[src/rtl/regfile_wb_arbiter.sv]
// regfile_wb_arbiter: round-robin ALU/load arbiter for the register file write port, with a registered write stage, one-entry write history and read-after-write stall
module regfile_wb_arbiter #(
  parameter int AW = 8,
  parameter int DW = 8,
  parameter int FW = 7,
  parameter int FLAG_REG = 3
) (
  input  logic          clk,
  input  logic          rst,
  input  logic          alu_valid,
  output logic          alu_ready,
  input  logic [AW-1:0] alu_addr,
  input  logic [DW-1:0] alu_data,
  input  logic [FW-1:0] alu_flags,
  input  logic          alu_flag_en,
  input  logic          ld_valid,
  output logic          ld_ready,
  input  logic [AW-1:0] ld_addr,
  input  logic [DW-1:0] ld_data,
  output logic          wr_en,
  output logic [AW-1:0] wr_addr,
  output logic [DW-1:0] wr_data,
  output logic [FW-1:0] wr_flags,
  input  logic          rd_req,
  input  logic [AW-1:0] rd_a1,
  input  logic [AW-1:0] rd_a2,
  output logic          rd_en,
  output logic          rd_stall
);
  localparam logic [4:0] FR = 5'(FLAG_REG);
  logic       r_rr_last;
  logic       r_flag_wr;
  logic       r_h_en;
  logic       r_h_flag;
  logic [4:0] r_h_addr;
  function automatic logic hit(input logic [4:0] a,
                               input logic s_en, input logic [4:0] s_addr, input logic s_flag,
                               input logic h_en, input logic [4:0] h_addr, input logic h_flag,
                               input logic a_rdy, input logic [4:0] a_addr, input logic a_fen,
                               input logic l_rdy, input logic [4:0] l_addr);
    return (s_en && s_addr == a) || (h_en && h_addr == a) ||
           ((s_flag || h_flag) && a == FR) ||
           (a_rdy && (a_addr == a || (a_fen && a == FR))) ||
           (l_rdy && l_addr == a);
  endfunction
  assign alu_ready = ~rst & alu_valid & (~ld_valid | r_rr_last);
  assign ld_ready  = ~rst & ld_valid & (~alu_valid | ~r_rr_last);
  assign rd_stall  = rd_req & (
    hit(rd_a1[4:0], wr_en, wr_addr[4:0], r_flag_wr, r_h_en, r_h_addr, r_h_flag,
        alu_ready, alu_addr[4:0], alu_flag_en, ld_ready, ld_addr[4:0]) |
    hit(rd_a2[4:0], wr_en, wr_addr[4:0], r_flag_wr, r_h_en, r_h_addr, r_h_flag,
        alu_ready, alu_addr[4:0], alu_flag_en, ld_ready, ld_addr[4:0]));
  assign rd_en = rd_req & ~rd_stall;
  always_ff @(posedge clk) begin
    if (rst) begin
      wr_en     <= 1'b0;
      wr_addr   <= '0;
      wr_data   <= '0;
      wr_flags  <= '0;
      r_flag_wr <= 1'b0;
      r_h_en    <= 1'b0;
      r_h_addr  <= '0;
      r_h_flag  <= 1'b0;
      r_rr_last <= 1'b1;
    end else begin
      wr_en     <= alu_ready | ld_ready;
      r_flag_wr <= alu_ready & alu_flag_en;
      r_h_en    <= wr_en;
      r_h_addr  <= wr_addr[4:0];
      r_h_flag  <= r_flag_wr;
      if (alu_ready) begin
        wr_addr   <= alu_addr;
        wr_data   <= alu_data;
        r_rr_last <= 1'b0;
        if (alu_flag_en) wr_flags <= alu_flags;
      end else if (ld_ready) begin
        wr_addr   <= ld_addr;
        wr_data   <= ld_data;
        r_rr_last <= 1'b1;
      end
    end
  end
endmodule

[config.mk]
export PLATFORM = sky130hd
export DESIGN_NAME = regfile_wb_arbiter
export DESIGN_NICKNAME = d
export VERILOG_FILES = /design/src/rtl/regfile_wb_arbiter.sv
export SDC_FILE = /design/constraint.sdc
export NUM_CORES = 1
export LEC_CHECK = 0
export ABC_AREA = 0
export CORE_ASPECT_RATIO = 2
export CORE_MARGIN = 2
export CORE_UTILIZATION = 41
export DETAILED_ROUTE_END_ITERATION = 10
export PLACE_DENSITY = 0.81
export SYNTH_ARGS = -nofsm -noshare
export SYNTH_HDL_FRONTEND = slang
export SYNTH_SLANG_ARGS = --single-unit
[constraint.sdc]
create_clock -name clk -period 1.8 [get_ports clk]
set_input_delay 0.36 -clock clk [delete_from_list [all_inputs] [get_ports clk]]
set_output_delay 0.36 -clock clk [all_outputs]
set_load 0.05 [all_outputs]
==> run metrics <==
status=finished with violations; failing checks=negative setup slack; final period utilization=1.18; DR vias=1,715; average size of a mapped cell=9.22 sq um; Worst-Margin Slew=0.293 ns; CTS sink cnt=33; DR pass1 iterations=4; Crit Path Class=in -> out; largest net degree at the start of global routing=27; IO Pins=89; Crit path required time=1.44 ns; register bit total from synthesis=33; final std cells w/o fill=345; reg-to-reg slack, setup=0.19 ns; total CTS buffers=5; Initial DRC Count=17; root buffer cell=clkbuf_8; Syn Std Cell Area=0.00184 sq mm; Die Ht=98.9 um; Worst-Skew Late Latency=0.28 ns; first-pass GRT wire length=7850 um; Clock Path Buffers=2; CP startpoint kind=input port; Crit. End Element=output pin; sequential share of the synthesized area=0.358; residual DRC count=0; Setup WS pre-CTS=-0.670 ns; RSZ-0062 raised after global routing=true; die width=51.4 um; Synth-to-Final Area Change=56.4%; CORE AREA=0.00434 sq mm; Antenna Cells=0; max_slew headroom=0.805; most common cell after layout, fill and taps aside=buf_4; share of flip-flops with an asynchronous set or reset=0; Setup-failing EPs final=2; dpl hpwl=3940 um; total power=2070 uW; buffers added on ports=82; Leak=0.00120 uW; Initial Util=0.425; Hold Path Class=reg -> reg; CP Cell Sequence=dlygate4sd2_1 -> xnor2_1 -> nand3_1 -> o22ai_1 -> a211oi_2 -> buf_4 -> a21boi_4 -> buf_12; global route overflow=0; layout cells sized above 1=0.292; fmax=0.471 GHz; Routed WL per cell=14.5 um; Yosys cell types=27; Total GRT Usage=0.205; Via density=4.97; VDD IR max=701 uV; Final Slew Violations=0; Primary FF master, synth=dfxtp_1; CP arrival=1.76 ns; Pwr Density=717 mW/mm^2; row count=34; final worst slack=-0.324 ns; H-tree depth=2; CTS tree=built; critical path's slowest cell=dlygate4sd2_1; final WL=5000 um; post-layout min period=2.12 ns; number of hold buffers added after cts=0; most frequent cells in the layout=42 x buf_4, 36 x xnor2_1, 30 x clkdlybuf4s50_1; Antenna Nets Post-Route=0; CP peak stage delay=0.37 ns; Syn. warnings=0; Max-Cap Viols=0; syn_nets=261; Post-synth EDFFs=0; Syn Inst Count=200; final hold vios=0; initial antenna violation count=0; Reg clk slew, reported paths=0.06 ns; clock skew=0.00258 ns; Final Net Count=351; die area=0.00508 sq mm; critical path peak fanout=5; vias in the first global route=1,783; placed instance count=334; routability congestion estimate=0.863
-- layer usage --
| layer | wire length (um) | vias to the layer above | global-route usage |
|---|---|---|---|
| met5 | 0 | - | 0 |
| met4 | 172 | 0 | 0.105 |
| met3 | 219 | 13 | 0.0333 |
| met2 | 3060 | 55 | 0.420 |
| met1 | 1550 | 795 | 0.170 |
| li1 | - | 852 | - |
-- area by class of cell --
type	instances	area, sq um
clock inverters	2	10.0
repair buffers	102	927
well taps	54	67.6
multi-input cells	146	1130
inverters	2	7.51
fillers	362	1460
flip-flops and latches	33	668
clock buffers	6	72.6
-- path summary, 6_finish.rpt --
kind / start / to / depth (start not counted)
hold / removal: r_flag_wr$_SDFF_PP0_ / r_h_flag$_SDFF_PP0_ / 1
hold reg to reg: r_flag_wr$_SDFF_PP0_ / r_h_flag$_SDFF_PP0_ / 1
setup reg to reg: r_rr_last$_SDFFE_PP1P_ / wr_data[3]$_SDFFE_PP0P_ / 8
setup / recovery: rd_a2[4] / rd_stall / 8
-- power by group --
part / internal, uW / switching, uW / total, uW
clock: 267 / 250 / 518
combinational: 340 / 378 / 717
sequential: 787 / 45.4 / 833
-- critical path, delay by kind of cell --
| kind | cells | cell delay, ns |
|---|---|---|
| compound gates | 3 | 0.47 |
| simple gates | 1 | 0.10 |
| buf+inv | 3 | 0.67 |
| xor+xnor | 1 | 0.17 |
-- synth_stat cells, types with 2 or more instances --
cell type | count | area, sq um
o22ai_1 | 4 | 25.0
nor4_1 | 2 | 12.5
dfxtp_1 | 33 | 661
nand2_1 | 10 | 37.5
nand4_1 | 2 | 12.5
a21oi_1 | 5 | 25.0
nor2_1 | 26 | 97.6
buf_2 | 11 | 55.1
mux2i_1 | 23 | 230
a211oi_1 | 12 | 90.1
buf_12 | 2 | 40.0
buf_6 | 2 | 22.5
clkbuf_1 | 4 | 15.0
inv_1 | 2 | 7.51
xnor2_1 | 40 | 350
nor2b_1 | 6 | 37.5
nand3_1 | 6 | 30.0
-- kinds of logic after synthesis --
| logic type | share of synthesized area |
|---|---|
| DFF | 0.358 |
| muxes | 0.125 |
| and+or+nand+nor | 0.152 |
| buffers and inverters | 0.0760 |
| xor gates and xnor gates | 0.190 |
| AOI/OAI and AO/OA | 0.0990 |
-- repair_timing --
action	in CTS	in global routing
pin swaps	7	6
setup buffers	4	0
resized for setup	28	28
setup endpoints to repair	4	2
-- sequential cells by signal (all words and copies together), names as in the netlist --
register and flops:
r_flag_wr 1, r_h_addr 5, r_h_en 1, r_h_flag 1, r_rr_last 1, wr_addr 8
wr_data 8, wr_en 1, wr_flags 7
-- per-stage QoR --
step | utilization | TNS (ns) | area [sq um] | hold WS [ns]
after CTS | 0.661 | -0.784 | 2870 | 0.478
after global placement | 0.634 | -5.92 | 2750 | 0.455
final | 0.665 | -0.603 | 2880 | 0.474
after floorplan | - | -0.188 | 1880 | 0.440
after global routing | 0.665 | -0.656 | 2880 | 0.499
after detailed placement | 0.634 | -6.47 | 2750 | 0.458
Power figures use the tool's default switching activity.
